--- config.mk ---
export PLATFORM = sky130hd
export DESIGN_NAME = wf68k30l_wr_dest_seq
export DESIGN_NICKNAME = d
export VERILOG_FILES = /design/src/rtl/wf68k30l_wr_dest_seq_pkg.sv /design/src/rtl/wf68k30l_wr_dest_seq_split.sv /design/src/rtl/wf68k30l_wr_dest_seq.sv
export SDC_FILE = /design/constraint.sdc
export NUM_CORES = 1
export LEC_CHECK = 0
export CAP_MARGIN = 40
export CORE_MARGIN = 2
export CORE_UTILIZATION = 49
export DETAILED_ROUTE_END_ITERATION = 6
export GPL_ROUTABILITY_DRIVEN = 0
export HOLD_SLACK_MARGIN = 0.08
export PLACE_DENSITY = 0.8
export SYNTH_ARGS = -nofsm -noshare
export SYNTH_HDL_FRONTEND = slang
export SYNTH_SLANG_ARGS = --single-unit
--- constraint.sdc ---
create_clock -name CLK -period 6.25 [get_ports CLK]
set_input_delay 1.5625 -clock CLK [delete_from_list [all_inputs] [get_ports CLK]]
set_output_delay 1.5625 -clock CLK [all_outputs]
set_load 0.005 [all_outputs]
--- src/rtl/wf68k30l_wr_dest_seq_pkg.sv ---
`default_nettype none
// ============================================================================
//  Module      : wf68k30l_wr_dest_seq_pkg
//  Description : Shared encodings for the destination write path: bus SIZ
//                codes, operand size codes, sequencer states and a helper
//                mapping byte counts onto SIZ codes.
//  Revision    : 1.0  initial release
// ============================================================================
package wf68k30l_wr_dest_seq_pkg;

    // 68k SIZ pin encodings
    localparam logic [1:0] SIZ_LONG  = 2'b00;
    localparam logic [1:0] SIZ_BYTE  = 2'b01;
    localparam logic [1:0] SIZ_WORD  = 2'b10;
    localparam logic [1:0] SIZ_3BYTE = 2'b11;

    // Operand size codes on WR_SIZE
    localparam logic [1:0] OPSZ_LONG = 2'b00;
    localparam logic [1:0] OPSZ_BYTE = 2'b01;
    localparam logic [1:0] OPSZ_WORD = 2'b10;

    // Sequencer states
    typedef enum logic [1:0] {
        IDLE = 2'd0,
        CYC1 = 2'd1,
        CYC2 = 2'd2
    } wr_state_t;

    // Byte count (1..4) to SIZ code; 4 wraps to the long encoding
    function automatic logic [1:0] siz_enc(input logic [2:0] nbytes);
        logic [1:0] r;
        case (nbytes)
            3'd1:    r = SIZ_BYTE;
            3'd2:    r = SIZ_WORD;
            3'd3:    r = SIZ_3BYTE;
            default: r = SIZ_LONG;
        endcase
        return r;
    endfunction

endpackage
`default_nettype wire

--- src/rtl/wf68k30l_wr_dest_seq_split.sv ---
`default_nettype none
// ============================================================================
//  Module      : wf68k30l_wr_split
//  Description : Combinational split calculator. From the address offset
//                within a longword and the operand size it derives whether
//                the access straddles a longword boundary, the byte counts
//                of both bus cycles, their SIZ codes and the data shift for
//                the first cycle.
//  Revision    : 1.0  initial release
// ============================================================================
module wf68k30l_wr_split
    import wf68k30l_wr_dest_seq_pkg::*;
(
    input  logic [1:0] off,
    input  logic [1:0] size,
    output logic       split,
    output logic [2:0] first,
    output logic [2:0] second,
    output logic [1:0] siz1,
    output logic [1:0] siz2,
    output logic [4:0] shift
);

    logic [2:0] w_n;
    logic [3:0] w_end;

    // Operand length, end position, and the split of bytes between cycles
    always_comb begin
        case (size)
            OPSZ_BYTE: w_n = 3'd1;
            OPSZ_WORD: w_n = 3'd2;
            default:   w_n = 3'd4;
        endcase
        w_end  = {2'b00, off} + {1'b0, w_n};
        split  = (w_end > 4'd4);
        first  = split ? (3'd4 - {1'b0, off}) : w_n;
        second = w_n - first;
        siz1   = siz_enc(first);
        siz2   = siz_enc(second);
        // Big-endian: the first cycle carries the upper bytes of the operand
        shift  = {second[1:0], 3'b000};
    end

endmodule
`default_nettype wire

--- src/rtl/wf68k30l_wr_dest_seq.sv ---
`default_nettype none
// ============================================================================
//  Module      : wf68k30l_wr_dest_seq
//  Description : Destination write sequencer. Converts one operand write from
//                the execute FSM into one or two bus write cycles, splitting
//                at longword boundaries, carrying the RMW lock and reporting
//                bus errors.
//  Revision    : 1.0  initial release
// ============================================================================
module wf68k30l_wr_dest_seq
    import wf68k30l_wr_dest_seq_pkg::*;
#(
    parameter int ADR_W  = 32,
    parameter int DATA_W = 32
) (
    input  logic              CLK,
    input  logic              RESET_n,
    input  logic              WR_REQ,
    input  logic [ADR_W-1:0]  WR_ADR,
    input  logic [DATA_W-1:0] WR_DATA,
    input  logic [1:0]        WR_SIZE,
    input  logic [2:0]        WR_FC,
    input  logic              WR_RMC,
    input  logic              BUS_ACK,
    input  logic              BUS_ERR,
    output logic              BUS_WR_REQ,
    output logic [ADR_W-1:0]  BUS_ADR,
    output logic [DATA_W-1:0] BUS_DATA,
    output logic [1:0]        BUS_SIZE,
    output logic [2:0]        BUS_FC,
    output logic              BUS_RMC,
    output logic              WR_RDY,
    output logic              WR_BERR,
    output logic              WR_BUSY
);

    wr_state_t         r_state;
    wr_state_t         w_next;
    logic [ADR_W-1:0]  r_adr;
    logic [DATA_W-1:0] r_data;
    logic [1:0]        r_size;
    logic [2:0]        r_fc;
    logic              r_rmc;
    logic              r_berr;

    logic              w_split;
    logic [2:0]        w_first;
    logic [2:0]        w_second;
    logic [1:0]        w_siz1;
    logic [1:0]        w_siz2;
    logic [4:0]        w_shift;
    logic [DATA_W-1:0] w_mask;

    wf68k30l_wr_split u_split (
        .off    (r_adr[1:0]),
        .size   (r_size),
        .split  (w_split),
        .first  (w_first),
        .second (w_second),
        .siz1   (w_siz1),
        .siz2   (w_siz2),
        .shift  (w_shift)
    );

    assign w_mask = ~({DATA_W{1'b1}} << {w_second[1:0], 3'b000});

    // State register, request latch and registered bus-error pulse
    always_ff @(posedge CLK or negedge RESET_n) begin
        if (!RESET_n) begin
            r_state <= IDLE;
            r_adr   <= '0;
            r_data  <= '0;
            r_size  <= '0;
            r_fc    <= '0;
            r_rmc   <= 1'b0;
            r_berr  <= 1'b0;
        end else begin
            r_state <= w_next;
            r_berr  <= (r_state != IDLE) && BUS_ERR;
            if (r_state == IDLE && WR_REQ) begin
                r_adr  <= WR_ADR;
                r_data <= WR_DATA;
                r_size <= WR_SIZE;
                r_fc   <= WR_FC;
                r_rmc  <= WR_RMC;
            end
        end
    end

    // Next state and bus outputs; bus error wins over a simultaneous ACK
    always_comb begin
        w_next     = r_state;
        BUS_WR_REQ = 1'b0;
        BUS_ADR    = '0;
        BUS_DATA   = '0;
        BUS_SIZE   = 2'b00;
        BUS_FC     = 3'b000;
        BUS_RMC    = 1'b0;
        WR_RDY     = 1'b0;
        case (r_state)
            IDLE: begin
                if (WR_REQ) w_next = CYC1;
            end
            CYC1: begin
                BUS_WR_REQ = 1'b1;
                BUS_ADR    = r_adr;
                BUS_DATA   = r_data >> w_shift;
                BUS_SIZE   = w_siz1;
                BUS_FC     = r_fc;
                BUS_RMC    = r_rmc;
                if (BUS_ERR) begin
                    w_next = IDLE;
                end else if (BUS_ACK) begin
                    if (w_split) begin
                        w_next = CYC2;
                    end else begin
                        WR_RDY = 1'b1;
                        w_next = IDLE;
                    end
                end
            end
            CYC2: begin
                BUS_WR_REQ = 1'b1;
                BUS_ADR    = r_adr + ADR_W'(w_first);
                BUS_DATA   = r_data & w_mask;
                BUS_SIZE   = w_siz2;
                BUS_FC     = r_fc;
                BUS_RMC    = r_rmc;
                if (BUS_ERR) begin
                    w_next = IDLE;
                end else if (BUS_ACK) begin
                    WR_RDY = 1'b1;
                    w_next = IDLE;
                end
            end
            default: w_next = IDLE;
        endcase
    end

    assign WR_BERR = r_berr;
    assign WR_BUSY = (r_state != IDLE);

endmodule
`default_nettype wire

==> flow_summary.toml, run 1 <==
[clocking]
cts_root_buf = "clkbuf_8"
htreeDepth = 3
cts_tree = "yes"
cts_hold_buf = 0
clkLatencyLatePin_ns = 0.38
clk_pin_slew_ns = 0.08
cts.sink_count = 73
cts_max_path_buffers = 2
cts_buffers = 9

[sta]
finalSetupTns_ns = 0
finalHoldViolations = 0
fin_crit_ns = 6.150
worst_pin_slew_ns = 0.9671
setup_violations = 0
hold-worst-slack_ns = 0.5028
max_freq_mhz = 162.6
fin_skew_ns = 0.007331
rsz0062_at_grt = "true"
max_slew_margin_pct = 35.37
fin_crit_sh_pct = 98.40
drv_slew = 0

[route]
drtPass1Iterations = 5
wire_per_inst_um = 19.48
ant_nets = 0
wl_um = 15700
routed_via_density = 6.057
drtIter0Drc = 282
remaining_drc_errors = 0
vias = 4882

[power]
peakVddDrop_uv = 537.2
leakage_nw = 3.001
powerDensity_mw_per_mm2 = 726.2

[setup_path]
rr_startpoint = "r_state[0]"
critPathRequiredTime_ns = 4.69
worstSetupPathType = "reg -> out"
cp.arrival_ns = 4.59
crit_fanout = 7
end_kind = "primary output"
cp-start-kind = "flop"
startpoint = "r_size[1]"

[placement]
dp_hpwl_um = 10980
portBuffers = 148

[layout]
final_common_cell = "clkdlybuf4s50_1"
areaGrowthSynthToFinish_pct = 40.51
final_cell_mix = "clkdlybuf4s50_1, dfrtp_1, mux2_2, o21ai_0, nand2_1"
ff_latch_area_mm2 = 0.001827
drive_gt1_share_pct = 22.99
nNetsFinal = 755
diodes = 0
multi_input_area_mm2 = 0.003197
filler_cell_count = 763

[synthesis]
synth_edf_count = 0
yosysSeqAreaShare_pct = 35.58
synth_cell_types = 66
avgSynthCellArea_um2 = 9.988
synth-seq-cells = 73
synthArstFlopShare_pct = 100.0
synthesis.area_mm2 = 0.005134
synth_nets = 604
synthCells = 514
yosys_warnings = 0
synth_ff_type = "dfrtp_1"

[flow_run]
cap_violations = 0

[floorplan]
core_mm2 = 0.01023
die_w_um = 106.4
io_pins = 149
num_rows = 37
dieArea_mm2 = 0.01131
initial_core_util_pct = 50.18
die_h_um = 106.4

[grt]
grt_pass1_vias = 4900
grt_start_max_net_pins = 50
grt_pass1_wl_um = 24730
grt_usage_pct = 27.78
overflow = 0
antenna_found_initial = 0

[worst_hold_path]
hold_start = "r_fc[0]"
min_path_type = "reg -> reg"

[run_status]
outcome = "complete, no violations"
state kept, by name, summed over array words and instances (netlist names):
register	count
r_data	32
r_fc	3
r_size	2
r_adr	32
r_rmc	1
WR_BERR	1
r_state	2
path summary, 6_finish.rpt:
| path | to | slack (ns) | depth (start not counted) |
|---|---|---|---|
| min | r_fc[0] | 0.50 | 1 |
| min reg2reg | r_fc[0] | 0.50 | 1 |
| max in group asynchronous | r_data[23] | 4.58 | 2 |
| min in group asynchronous | r_adr[5] | 1.08 | 1 |
| max | BUS_ADR[21] | 0.1 | 17 |
| max reg2reg | r_state[1] | 3.84 | 7 |
power by group:
part	internal (mW)	switching [mW]
logic	1.97	1.83
clock network	0.230	0.209
registers	0.711	0.297
total	2.91	2.33
final cells by class:
type / instances / share of cell area (%)
clock buffers: 9 / 1.717
clock inverters: 7 / 1.422
inverters: 19 / 0.9887
multi-input cells: 390 / 44.32
flip-flops and latches: 73 / 25.33
well taps: 136 / 2.359
repair buffers: 172 / 23.87
synthesized netlist by cell type (3+ instances only):
master / number / area (um2)
and3_1: 6 / 37.54
o22ai_1: 3 / 18.77
nand4_1: 7 / 43.79
nand2_1: 25 / 93.84
nand3_1: 16 / 80.08
mux2_2: 71 / 799.5
nor3_1: 6 / 30.03
o21ai_1: 5 / 25.02
o41ai_2: 3 / 48.80
ha_1: 14 / 175.2
mux2i_1: 8 / 80.08
a21o_1: 4 / 30.03
o31ai_1: 5 / 37.54
clkbuf_1: 16 / 60.06
a22oi_1: 16 / 120.1
a41oi_1: 4 / 35.03
nand3b_1: 3 / 22.52
xnor2_1: 3 / 26.28
o21ai_0: 35 / 175.2
and2_1: 18 / 112.6
a21oi_1: 21 / 105.1
nand2b_1: 3 / 18.77
a31oi_1: 11 / 68.82
dfrtp_1: 73 / 1827
inv_1: 18 / 67.56
buf_2: 5 / 25.02
nor2b_1: 23 / 143.9
o21a_1: 4 / 30.03
mux4_2: 7 / 157.7
nor2_1: 20 / 75.07
a22o_1: 9 / 78.83
buf_1: 10 / 37.54
worst max-delay path: stages (launching register included):
cell and delay, ns:
dfrtp_1 0.40, buf_4 0.15, ha_4 0.18, xor2_1 0.14, ha_1 0.29, or2_2 0.35
a22oi_2 0.28, nor2b_1 0.12, a21oi_2 0.17, inv_1 0.07, ha_1 0.31, a211o_1 0.20
o211ai_4 0.12, or3_4 0.45, nor2b_1 0.17, o21ai_0 0.11, a22o_1 0.24, clkdlybuf4s50_1 0.45
per-layer routing:
layer  GRT usage, %  share of wire [%]  routed length (um)
met5              0                  0                   0
met4          9.305                1.8                 288
met3          6.928                7.9                1238
met2          48.44                 50                7898
met1          33.43                 40                6278
logic make-up after synthesis:
| family | synth area share (%) |
|---|---|
| AOI/OAI and AO/OA | 19.94 |
| xor gates and xnor gates | 0.8532 |
| adders and majority gates | 3.802 |
| buffers and inverters | 3.924 |
| DFF | 35.58 |
| muxes | 20.20 |
| and+or+nand+nor | 15.70 |
per-stage QoR:
stage	area, um2	total power [mW]	cells	setup slack (ns)	util (%)
after floorplan	5134	3.313	514	0.9369	-
after global placement	6715	4.341	774	0.3032	65.64
after detailed placement	6778	4.491	777	0.1302	66.25
after CTS	7077	5.065	800	-0.06284	69.17
after global routing	7213	5.597	806	-0.05198	70.50
final	7213	5.238	806	0.09982	70.50
repair_timing:
item	CTS	global route
gates resized for setup	5	29
buffers inserted	7	6
hold endpoints to repair	0	0
pin swaps	4	10
setup endpoints to repair	31	44
(Power assumes the default switching activity.)
==> run 2: changes to the inputs <==
--- a/config.mk
+++ b/config.mk
@@ -7,11 +7,11 @@
 export LEC_CHECK = 0
 export CAP_MARGIN = 40
 export CORE_MARGIN = 2
-export CORE_UTILIZATION = 49
+export CORE_UTILIZATION = 45
 export DETAILED_ROUTE_END_ITERATION = 6
 export GPL_ROUTABILITY_DRIVEN = 0
 export HOLD_SLACK_MARGIN = 0.08
-export PLACE_DENSITY = 0.8
+export PLACE_DENSITY = 0.74
 export SYNTH_ARGS = -nofsm -noshare
 export SYNTH_HDL_FRONTEND = slang
 export SYNTH_SLANG_ARGS = --single-unit
==> run 2 against run 1 <==
Compared with the run above:
- worst setup slack better by 0.059 ns
- global-route usage is 3.2 points lower
- first-iteration DRC count is 24% lower
- utilization is 6.4 points lower
- routed wire length is 4.8% lower
- maximum frequency is 0.96% higher
- non-clock buffer count is 5 lower
==> flow_summary.toml, run 2 (synthesis results as in run 1) <==
[run_status]
outcome = "complete, no violations"

[placement]
portBuffers = 148
place_area_mm2 = 0.006784
dp_hpwl_um = 10640
dp_cells = 784

[power]
peakVddDrop_uv = 497.3
powerDensity_mw_per_mm2 = 719.1
leakage_nw = 2.909

[route]
ant_nets = 0
vias = 4802
drtPass1Iterations = 5
remaining_drc_errors = 0
drtIter0Drc = 215
routed_via_density = 5.943
wire_per_inst_um = 18.50
wl_um = 14950

[sta]
fin_skew_ns = 0.005348
hold-worst-slack_ns = 0.5016
max_slew_margin_pct = 37.16
setup_violations = 0
finalHoldViolations = 0
fin_crit_sh_pct = 97.47
fin_crit_ns = 6.092
rsz0062_at_grt = "true"
max_freq_mhz = 164.2
worst_pin_slew_ns = 0.9403
drv_slew = 0

[grt]
grt_pass1_vias = 4791
overflow = 0
grt_usage_pct = 24.56
grt_pass1_wl_um = 24600
antenna_found_initial = 0
grt_start_max_net_pins = 55

[worst_hold_path]
min_path_type = "reg -> reg"
min_to = "r_fc[2]"
min_path_cells = 1
hold_start = "r_fc[2]"

[clocking]
cts_buffers = 9
cts.sink_count = 73
htreeDepth = 3
cts_max_path_buffers = 2
cts_root_buf = "clkbuf_16"
cts_tree = "yes"
clkLatencyLatePin_ns = 0.33
cts_hold_buf = 0
clk_pin_slew_ns = 0.06

[setup_path]
cp-start-kind = "flop"
critical_path_buf_inv_count = 4
cp.arrival_ns = 4.53
rr_startpoint = "r_size[1]"
crit_fanout = 7
worstSetupPathType = "reg -> out"
reg2reg_to = "r_state[1]"
slowest_delay_ns = 0.44
rrSetupSlack_ns = 4.11
end_kind = "primary output"
reg2reg_depth = 8
critPathTopFamily = "adder cells"
critPathRequiredTime_ns = 4.69
crit_slowest_cell = "clkdlybuf4s50_1"
crit_chain = "buf_4 -> ha_4 -> xor2_1 -> ha_1 -> or2_2 -> a22oi_2 -> a21o_1 -> ha_1 -> inv_1 -> fa_2 -> nor2b_4 -> buf_4 -> o21ai_1 -> nor2_2 -> and3_1 -> o21ai_0 -> a22o_1 -> clkdlybuf4s50_1"

[layout]
reg_top3 = "r_adr: 32 flops, r_data: 32 flops, r_fc: 3 flops"
diodes = 0
stdcell_count = 808
final_common_cell = "clkdlybuf4s50_1"
utilization_pct = 64.10
design_area_mm2 = 0.007226
areaGrowthSynthToFinish_pct = 40.75
drive_gt1_share_pct = 21.95
final_cell_mix = "clkdlybuf4s50_1, dfrtp_1, mux2_2, o21ai_0, nand2_1"
nNetsFinal = 750

[floorplan]
die_h_um = 110.8
die_w_um = 110.8
core_mm2 = 0.01127
io_pins = 149
dieArea_mm2 = 0.01228
initial_core_util_pct = 45.54
num_rows = 39

[flow_run]
cap_violations = 0
[run 2: how the worst max path moves through the flow]
stage,startpoint,endpoint,slack [ns],depth (start not counted)
3_5_place_dp,r_size[0],BUS_ADR[16],0.12,17
6_report,r_size[1],BUS_ADR[16],0.16,18
5_1_grt,r_size[1],BUS_ADR[16],-0.05,20
3_3_place_gp,r_size[1],BUS_ADR[20],0.31,16
2_1_floorplan,r_size[0],BUS_ADR[26],0.94,16
4_1_cts,r_size[1],BUS_ADR[21],0.03,17
[run 2: routing by layer]
layer | GRT usage (%) | vias up | wire length, um
li1 | - | 2213 | -
met1 | 31.77 | 2354 | 6248
met2 | 40.82 | 211 | 7234
met3 | 5.960 | 24 | 1192
met4 | 7.667 | 0 | 274
met5 | 0 | - | 0
[run 2: what timing repair did]
action / 4_1_cts / 5_1_grt
pin swaps: 3 / 6
resized for setup: 6 / 15
setup buffers: 4 / 4
setup endpoints to repair: 28 / 51
[run 2: where the power goes]
part | internal, mW | leakage, nW | switching [mW] | total [mW]
registers | 0.713 | 0.858 | 0.289 | 1.00
clock network | 0.351 | 0.145 | 0.207 | 0.558
logic | 1.88 | 1.91 | 1.76 | 3.64
[run 2: layout make-up]
| class | count | area [um2] |
|---|---|---|
| clock buffer | 10 | 229.0 |
| clock inverter | 6 | 91.34 |
| fill | 931 | 4046 |
| inverter | 19 | 71.32 |
| multi-input combinational | 390 | 3168 |
| sequential | 73 | 1827 |
| tap | 143 | 178.9 |
| timing repair buffer | 167 | 1660 |
[run 2: metrics by stage]
stage | power [mW] | setup TNS [ns] | worst slack, ns
finish | 5.196 | 0 | 0.1583
global route | 5.612 | -0.1370 | -0.04523
CTS | 5.140 | 0 | 0.02645
detailed placement | 4.483 | 0 | 0.1161
floorplan | 3.313 | 0 | 0.9369
global placement | 4.358 | 0 | 0.3051
